### config.mk
export PLATFORM = sky130hd
export DESIGN_NAME = div_seq_ctrl
export DESIGN_NICKNAME = d
export VERILOG_FILES = /design/src/rtl/div_pkg.sv /design/src/rtl/div_datapath.sv /design/src/rtl/div_seq_ctrl.sv
export SDC_FILE = /design/constraint.sdc
export NUM_CORES = 1
export LEC_CHECK = 0
export CORE_MARGIN = 5
export CORE_UTILIZATION = 51
export CTS_BUF_LIST = sky130_fd_sc_hd__clkbuf_16
export DETAILED_ROUTE_END_ITERATION = 10
export PLACE_DENSITY = 0.71
export SETUP_SLACK_MARGIN = 0.4
export SYNTH_ARGS = -nofsm -noshare
export SYNTH_HDL_FRONTEND = slang
export SYNTH_HIERARCHICAL = 1
export SYNTH_SLANG_ARGS = --single-unit
export TNS_END_PERCENT = 10
### constraint.sdc
create_clock -name clk -period 4.17 [get_ports clk]
set_input_delay 0.834 -clock clk [delete_from_list [all_inputs] [get_ports clk]]
set_output_delay 0.834 -clock clk [all_outputs]
set_load 0.05 [all_outputs]
### src/rtl/div_pkg.sv
// Shared constants, op encodings and state type for the RV32M divide sequencer.
package div_pkg;

  localparam int DIV_XLEN = 32;

  localparam logic [2:0] OP_DIV  = 3'b100;
  localparam logic [2:0] OP_DIVU = 3'b101;
  localparam logic [2:0] OP_REM  = 3'b110;
  localparam logic [2:0] OP_REMU = 3'b111;

  localparam logic [DIV_XLEN-1:0] SDIV_MIN  = 32'h8000_0000;
  localparam logic [DIV_XLEN-1:0] SDIV_NEG1 = 32'hFFFF_FFFF;

  typedef enum logic [1:0] {
    IDLE,
    CALC,
    FIX,
    DONE
  } state_t;

  // 0x80000000 maps to itself, which is the correct unsigned magnitude.
  function automatic logic [DIV_XLEN-1:0] magnitude(input logic [DIV_XLEN-1:0] value,
                                                     input logic is_signed);
    return (is_signed && value[DIV_XLEN-1]) ? -value : value;
  endfunction

endpackage

### src/rtl/div_datapath.sv
// Restoring-divide datapath: remainder/quotient/divisor registers and the
// ITER_PER_CYCLE trial-subtract chain, driven by load/step/fix strobes.
module div_datapath #(
  parameter int XLEN           = 32,
  parameter int ITER_PER_CYCLE = 1
) (
  input  logic            clk,
  input  logic            rst_n,
  input  logic            load,
  input  logic            step,
  input  logic            fix,
  input  logic [XLEN-1:0] a_mag,
  input  logic [XLEN-1:0] b_mag,
  input  logic            neg_quo,
  input  logic            neg_rem,
  output logic [XLEN-1:0] quo_out,
  output logic [XLEN-1:0] rem_out
);

  logic [XLEN-1:0] quo_q;
  logic [XLEN-1:0] rem_q;
  logic [XLEN-1:0] div_q;
  logic            neg_quo_q;
  logic            neg_rem_q;

  logic [XLEN-1:0] quo_nxt;
  logic [XLEN-1:0] rem_nxt;
  logic [XLEN-1:0] r_v;
  logic [XLEN-1:0] q_v;
  logic [XLEN:0]   shifted_v;
  logic [XLEN:0]   diff_v;

  // Trial subtract at XLEN+1 bits so the borrow lands in the top bit.
  always_comb begin
    r_v       = rem_q;
    q_v       = quo_q;
    shifted_v = '0;
    diff_v    = '0;
    for (int i = 0; i < ITER_PER_CYCLE; i++) begin
      shifted_v = {r_v, q_v[XLEN-1]};
      q_v       = {q_v[XLEN-2:0], 1'b0};
      diff_v    = shifted_v - {1'b0, div_q};
      if (!diff_v[XLEN]) begin
        r_v    = diff_v[XLEN-1:0];
        q_v[0] = 1'b1;
      end else begin
        r_v = shifted_v[XLEN-1:0];
      end
    end
    quo_nxt = q_v;
    rem_nxt = r_v;
  end

  assign quo_out = neg_quo_q ? -quo_q : quo_q;
  assign rem_out = neg_rem_q ? -rem_q : rem_q;

  // fix folds the sign correction into the registers so the outputs stay valid afterwards.
  always_ff @(posedge clk or negedge rst_n) begin
    if (!rst_n) begin
      quo_q     <= '0;
      rem_q     <= '0;
      div_q     <= '0;
      neg_quo_q <= 1'b0;
      neg_rem_q <= 1'b0;
    end else if (load) begin
      quo_q     <= a_mag;
      rem_q     <= '0;
      div_q     <= b_mag;
      neg_quo_q <= neg_quo;
      neg_rem_q <= neg_rem;
    end else if (step) begin
      quo_q <= quo_nxt;
      rem_q <= rem_nxt;
    end else if (fix) begin
      quo_q     <= quo_out;
      rem_q     <= rem_out;
      neg_quo_q <= 1'b0;
      neg_rem_q <= 1'b0;
    end
  end

endmodule

### src/rtl/div_seq_ctrl.sv
// Sequencing controller for RV32M DIV/DIVU/REM/REMU with valid/ready request and response.
// Optional DIV_REM_FUSE_EN reuses the last computed quotient/remainder pair.
module div_seq_ctrl
  import div_pkg::*;
#(
  parameter int XLEN           = DIV_XLEN,
  parameter int ITER_PER_CYCLE = 1
) (
  input  logic            clk,
  input  logic            rst_n,
  input  logic            req_valid,
  output logic            req_ready,
  input  logic [2:0]      op,
  input  logic [XLEN-1:0] a,
  input  logic [XLEN-1:0] b,
  input  logic            kill,
  output logic            resp_valid,
  input  logic            resp_ready,
  output logic [XLEN-1:0] result,
  output logic            zero_division,
  output logic            overflow_signed_div,
  output logic            busy
);

  localparam int              CNT_W    = $clog2(XLEN);
  localparam logic [CNT_W-1:0] CNT_LOAD = CNT_W'(XLEN / ITER_PER_CYCLE - 1);

  state_t          state;
  logic [CNT_W-1:0] cnt;
  logic            is_rem_q;

  logic            req_signed;
  logic            req_rem;
  logic            accept;
  logic            fuse_hit;
  logic            dp_load;
  logic            dp_step;
  logic            dp_fix;
  logic [XLEN-1:0] quo_out;
  logic [XLEN-1:0] rem_out;

  assign req_ready  = (state == IDLE);
  assign busy       = (state != IDLE);
  assign req_signed = (op == OP_DIV) || (op == OP_REM);
  assign req_rem    = (op == OP_REM) || (op == OP_REMU);
  assign accept     = req_valid && req_ready && !kill;

  assign dp_load = accept && !fuse_hit;
  assign dp_step = (state == CALC) && !kill;
  assign dp_fix  = (state == FIX) && !kill;

  div_datapath #(
    .XLEN          (XLEN),
    .ITER_PER_CYCLE(ITER_PER_CYCLE)
  ) u_datapath (
    .clk    (clk),
    .rst_n  (rst_n),
    .load   (dp_load),
    .step   (dp_step),
    .fix    (dp_fix),
    .a_mag  (magnitude(a, req_signed)),
    .b_mag  (magnitude(b, req_signed)),
    .neg_quo(req_signed && (a[XLEN-1] ^ b[XLEN-1])),
    .neg_rem(req_signed && a[XLEN-1]),
    .quo_out(quo_out),
    .rem_out(rem_out)
  );

`ifdef DIV_REM_FUSE_EN
  logic            fuse_valid;
  logic            fuse_signed;
  logic            fuse_rem;
  logic [XLEN-1:0] fuse_a;
  logic [XLEN-1:0] fuse_b;

  assign fuse_hit = fuse_valid && (a == fuse_a) && (b == fuse_b) &&
                    (req_signed == fuse_signed) && (req_rem != fuse_rem);

  // Operands are captured on every datapath load; the entry becomes usable once FIX completes.
  always_ff @(posedge clk or negedge rst_n) begin
    if (!rst_n) begin
      fuse_valid  <= 1'b0;
      fuse_signed <= 1'b0;
      fuse_rem    <= 1'b0;
      fuse_a      <= '0;
      fuse_b      <= '0;
    end else if (kill) begin
      fuse_valid <= 1'b0;
    end else if (dp_load) begin
      fuse_valid  <= 1'b0;
      fuse_signed <= req_signed;
      fuse_rem    <= req_rem;
      fuse_a      <= a;
      fuse_b      <= b;
    end else if (dp_fix) begin
      fuse_valid <= 1'b1;
    end
  end
`else
  assign fuse_hit = 1'b0;
`endif

  always_ff @(posedge clk or negedge rst_n) begin
    if (!rst_n) begin
      state               <= IDLE;
      cnt                 <= '0;
      is_rem_q            <= 1'b0;
      result              <= '0;
      zero_division       <= 1'b0;
      overflow_signed_div <= 1'b0;
      resp_valid          <= 1'b0;
    end else if (kill) begin
      state      <= IDLE;
      resp_valid <= 1'b0;
    end else begin
      case (state)
        IDLE: begin
          if (req_valid) begin
            is_rem_q            <= req_rem;
            cnt                 <= CNT_LOAD;
            zero_division       <= 1'b0;
            overflow_signed_div <= 1'b0;
            if (b == '0) begin
              state         <= DONE;
              resp_valid    <= 1'b1;
              zero_division <= 1'b1;
              result        <= req_rem ? a : SDIV_NEG1;
            end else if (req_signed && (a == SDIV_MIN) && (b == SDIV_NEG1)) begin
              state               <= DONE;
              resp_valid          <= 1'b1;
              overflow_signed_div <= 1'b1;
              result              <= req_rem ? '0 : SDIV_MIN;
            end else if (fuse_hit) begin
              state      <= DONE;
              resp_valid <= 1'b1;
              result     <= req_rem ? rem_out : quo_out;
            end else begin
              state <= CALC;
            end
          end
        end
        CALC: begin
          cnt <= cnt - CNT_W'(1);
          if (cnt == '0) begin
            state <= FIX;
          end
        end
        FIX: begin
          result              <= is_rem_q ? rem_out : quo_out;
          zero_division       <= 1'b0;
          overflow_signed_div <= 1'b0;
          resp_valid          <= 1'b1;
          state               <= DONE;
        end
        DONE: begin
          if (resp_ready) begin
            state      <= IDLE;
            resp_valid <= 1'b0;
          end
        end
        default: state <= IDLE;
      endcase
    end
  end

endmodule

After elaboration in Yosys (flattened, before gate mapping)
Cells that the tools add are included.
Widths: inputs -> output; s select.
{ "totals": {"elab_cells": 108, "regBits": 141} }
{ "classes": {"eq_ne": 15, "bitwise_logic": 2, "add_sub_neg": 6, "mux": 45, "reduce_logical": 28} }
{ "op_table": {"columns": ["operator", "n"], "rows": [
  ["$mux 32", 17],
  ["$neg 32->32", 4],
  ["$eq 32x32->1 const B", 2],
  ["$pmux 32 s2", 1],
  ["$sub 33x32->33", 1],
  ["$logic_not 32->1", 1],
  ["$mux 1", 15],
  ["$mux 2", 6],
  ["$reduce_and 3->1", 4],
  ["$pmux 5 s2", 1],
  ["$eq 3x3->1 const B", 3],
  ["$logic_and 1x1->1", 9],
  ["$pmux 2 s4", 1],
  ["$reduce_and 4->1", 2],
  ["$reduce_bool 2->1", 4],
  ["$ne 3x2->1 const B", 2],
  ["$logic_not 5->1", 1],
  ["$mux 5", 1],
  ["$sub 5x1->5 const B", 1],
  ["$eq 2x2->1 const B", 2],
  ["$ne 2x2->1 const B", 2],
  ["$ne 4x1->1 const B", 1],
  ["$pmux 1 s2", 2],
  ["$reduce_bool 4->1", 1],
  ["11 further kinds", 12]
]} }

Depth between registers and ports, before layout
{ "depth": {"depth_word": 9, "mapped_depth": 13} }

Hierarchy
Netlist, hierarchy kept.
{ "by_module_without_submodules": {"columns": ["mod", "instances", "seq_area_each_um2", "cells_each", "area_per_inst_um2"], "rows": [
  ["div_datapath", 1, 2452.4, 1078, 8289.2],
  ["div_seq_ctrl", 1, 1076.0, 507, 4174.0]
]} }

Worst setup path after synthesis
No wires, ideal clock.
{ "synth_path": {"path_kind": "reg2reg", "start": "register u_datapath.quo_q[6]", "end": "register result[30]", "arrival_time_ps": 3150, "setup_ps": 128, "path_buffers": 0, "setup_slack_ps": 893, "path_stages_with_launch": 11, "t_required_ps": 4042, "path_cell_list": "dfrtp_1 or4_4 or4_4 or3_4 o41ai_4 nand2_1 xor2_1 mux2_2 nand2_1 o21ai_0 mux2_1"} }
{ "synth_via": {"elab_chain_len": 4} }
{ "synth_rtl": {"columns": ["item", "line", "text"], "rows": [
  ["start, declared", "div_datapath.sv:20", "logic [XLEN-1:0] quo_q;"],
  ["start signal, assigned", "div_datapath.sv:66", "quo_q <= a_mag;"],
  ["start signal, assigned", "div_datapath.sv:72", "quo_q <= quo_nxt;"],
  ["start signal, assigned", "div_datapath.sv:75", "quo_q <= quo_out;"],
  ["$neg 32->32", "div_datapath.sv:54", "assign quo_out = neg_quo_q ? -quo_q : quo_q;"],
  ["$mux 32", "div_datapath.sv:54", null],
  ["named net quo_out[30]", "div_seq_ctrl.sv:39", "logic [XLEN-1:0] quo_out;"],
  ["$mux 32", "div_seq_ctrl.sv:149", "result <= is_rem_q ? rem_out : quo_out;"],
  ["$pmux 32 s2", "div_seq_ctrl.sv:116", "case (state)"],
  ["end signal, assigned", "div_seq_ctrl.sv:127", "result <= req_rem ? a : SDIV_NEG1;"],
  ["end signal, assigned", "div_seq_ctrl.sv:132", "result <= req_rem ? '0 : SDIV_MIN;"],
  ["end signal, assigned", "div_seq_ctrl.sv:149", null],
  ["end, declared", "div_seq_ctrl.sv:19", "output logic [XLEN-1:0] result,"]
]} }
The timed path passes the listed nets, and every way through them passes these cells.
A chain may end at the register's enable or synchronous reset.

Worst setup path after layout
{ "layout_path": {"start": "register u_datapath.rem_q[0]", "end": "register u_datapath.rem_q[22]"} }
{ "layout_via": {"elab_chain_len": 5, "elab_cells_between_ends": 7} }
{ "layout_rtl": {"columns": ["item", "line", "text"], "rows": [
  ["start, declared", "div_datapath.sv:21", "logic [XLEN-1:0] rem_q;"],
  ["start signal, assigned", "div_datapath.sv:73", "rem_q <= rem_nxt;"],
  ["start signal, assigned", "div_datapath.sv:76", "rem_q <= rem_out;"],
  ["$neg 32->32", "div_datapath.sv:55", "assign rem_out = neg_rem_q ? -rem_q : rem_q;"],
  ["$mux 32", "div_datapath.sv:55", null],
  ["$mux 32", "div_datapath.sv:74", "end else if (fix) begin"],
  ["$mux 32 *", "div_datapath.sv:71", "end else if (step) begin"],
  ["$mux 32 *", "div_datapath.sv:65", "end else if (load) begin"]
]} }
Every way passes the cells marked *; elsewhere a longest branch is shown, timed or not. The select of a mux whose other input is x is not followed.

==> metrics.cfg <==
[status]
status = complete, no violations

[sta]
tightest_slew_ns = 1.14
setup_viol_count_final = 0
finClkSkew_ns = 0.0113
period_minus_slack_ns = 3.72
max_slew_margin = 0.236
fin_ws_ns = 0.454
rsz0062_at_grt = yes
finalSetupTns_ns = 0
max_freq_ghz = 0.269
period_share = 0.891
slew_viol_final = 0
hold_slack_ns = 0.473
finalHoldViolCount = 0

[clock_tree]
cts_tree = built
clockBufferDepth = 2
cts_buffers = 17
cts-root-buf = clkbuf_16
clock-sinks = 141
clock_latency_ns = 0.43
path_clk_slew_ns = 0.06
h-tree-depth = 4

[power]
intPower_mw = 5.78
power_frac_clock = 0.138
power_mw = 11.3
comb_power_share = 0.630
leakage_nw = 6.17
power_density_nw_per_um2 = 780
seq_power_share = 0.232
power.share.switching = 0.491
peakVddDrop_mv = 0.465
power.switching_mw = 5.57

[placed_design]
placed_cells = 1960
pre_cts_ws_ns = 0.109
portBuffers = 108
routabilityCongestion = 0.947
placed_area_sq_um = 13900
hpwl_mm = 27.8

[synthesis]
netlist.area_leader.share = 0.283
syn_area_sq_um = 12500
ys_async_sr_fraction = 1.00
synth_ff_type = dfrtp_1
yosysSeqAreaShare = 0.283
synth.largest_area_cell = dfrtp_1
synthesis.instances = 1585
syn_area_per_cell_sq_um = 7.86
syn-num-nets = 1701
yosys_warnings = 6
ys_types = 83
synth_seq_cells = 141
synth_edf_count = 0
synthTopCellsByArea = dfrtp_1 28%, xnor2_1 6.8%, nand2_1 5.9%, a21oi_1 5.6%, o21ai_0 5.3%

[setup_path]
rrSetupSlack_ns = 0.45
cp.arrival_ns = 4.08
cpLargestDelayFamily = compound AO/OA/AOI/OAI gates
rr_worst_depth = 13
crit_path_start_kind = register
crit_path_end_kind = register
timing.rr.end = u_datapath/rem_q[22]
slowest_delay_ns = 0.48
path_class = reg -> reg
critPathRequiredTime_ns = 4.53
crit_slowest_cell = fa_1
r2r-start = u_datapath/rem_q[0]
crit_chain = inv_1 -> fa_1 -> nand2b_1 -> a21oi_1 -> o311a_1 -> nor2_1 -> a31oi_1 -> buf_4 -> o21a_1 -> xnor2_2 -> buf_12 -> or4_1 -> nand3_1
crit_buf_inv = 3
path_max_fanout = 15

[grt]
grt_pass1_vias = 12000
grt_usage = 0.271
grt_pass1_wl_mm = 62.2
grt.overflow.total = 0
grt_max_degree = 133
antenna_found_initial = 0

[final_layout]
final_area_sq_um = 14600
multi_input_area_sq_um = 8310
area_growth_pct = 16.8
final_common_cell = nand2_1
mostFrequentLayoutCells = 195 x nand2_1, 160 x nor2_1, 141 x dfrtp_1, 140 x a21oi_1, 131 x o21ai_0
fin_cells = 1995
antenna_cells = 0
fill_cells = 2164
final_nets = 1775
utilization = 0.602
regArea_sq_um = 3530
drive_above_1_share = 0.0838

[die]
fp.dieH_microns = 166
start_util = 0.515
io_pins = 109
row_count = 57
die-area_sq_um = 27700
die_w_microns = 166
core_sq_um = 24200

[routing]
drc_errors = 0
wl_per_cell_microns = 19.3
antenna_left = 0
vias = 12200
avgViaCountPerCell = 6.09
drtPass1Iterations = 5
first_iter_violations = 1107
finalWirelength_mm = 38.5

[min_path]
min_path_type = in -> async

[flow_run]
drv_cap = 0

flip-flops by register name, indices dropped and copies added (netlist names):
signal,flops
result,32
u_datapath/rem_q,32
resp_valid,1
overflow_signed_div,1
u_datapath/neg_quo_q,1
is_rem_q,1
u_datapath/div_q,32
u_datapath/quo_q,32
cnt,5
u_datapath/neg_rem_q,1
zero_division,1
state,2
power by group through the flow:
| stage | sequential [mW] | combinational [mW] | clock, mW |
|---|---|---|---|
| floorplan | 2.67 | 4.92 | 0 |
| global placement | 2.61 | 6.73 | 0 |
| detailed placement | 2.63 | 6.83 | 0 |
| CTS | 2.61 | 6.92 | 1.58 |
| global route | 2.71 | 7.80 | 1.64 |
| finish | 2.63 | 7.15 | 1.56 |
kinds of logic after synthesis:
group / count (synthesis) / synth area share
buf+inv: 171 / 0.0546
compound gates: 434 / 0.215
simple gates: 540 / 0.205
xor+xnor: 161 / 0.115
flops: 141 / 0.283
fa+ha+maj: 44 / 0.0448
mux: 94 / 0.0822
cell usage after synthesis (all sizes together), types with 6 or more instances:
| master | n |
|---|---|
| nand3 | 32 |
| a211oi | 6 |
| a21oi | 140 |
| o22ai | 15 |
| nor3 | 28 |
| o221ai | 7 |
| mux2i | 27 |
| o31ai | 32 |
| nand4 | 16 |
| nand2 | 195 |
| o21ai | 134 |
| a21o | 10 |
| or4 | 15 |
| nand2b | 17 |
| a311oi | 9 |
| buf | 17 |
| o211ai | 6 |
| o21bai | 6 |
| nor4 | 13 |
| ha | 43 |
| and3 | 8 |
| nor2b | 8 |
| inv | 78 |
| mux2 | 67 |
| xor2 | 63 |
| or2 | 10 |
| xnor2 | 98 |
| a32oi | 6 |
| o21a | 11 |
| or3 | 20 |
| nor2 | 161 |
| o41ai | 15 |
| a31oi | 10 |
| clkbuf | 75 |
| dfrtp | 141 |
area by class of cell:
type	instances	area share
flip-flops and latches	141	0.242
clock inverters	14	0.0106
repair buffers	146	0.0983
clock buffers	17	0.0292
multi-input cells	1274	0.571
inverters	79	0.0204
well taps	324	0.0279
timing repair:
action | in CTS | in global routing
setup buffers | 0 | 3
gates resized for setup | 0 | 3
hold buffers | 0 | 0
gates cloned | 1 | 0
endpoints found under the setup margin | 11 | 64
pin swaps | 1 | 2
worst max-delay path by stage:
stage	start	to	cells past startpoint
5_1_grt	u_datapath/rem_q[0]	u_datapath/rem_q[22]	13
4_1_cts	u_datapath/rem_q[0]	u_datapath/rem_q[9]	12
6_report	u_datapath/rem_q[0]	u_datapath/rem_q[22]	13
2_1_floorplan	u_datapath/quo_q[6]	result[30]	10
3_5_place_dp	b[0]	result[31]	9
3_3_place_gp	b[0]	result[9]	9
per-layer routing:
metal	track usage	wire (microns)
met1	0.374	17000
met2	0.447	18200
met3	0.0419	2610
met4	0.0747	694
met5	0	0
No activity file was read; power rests on OpenSTA's default activity.
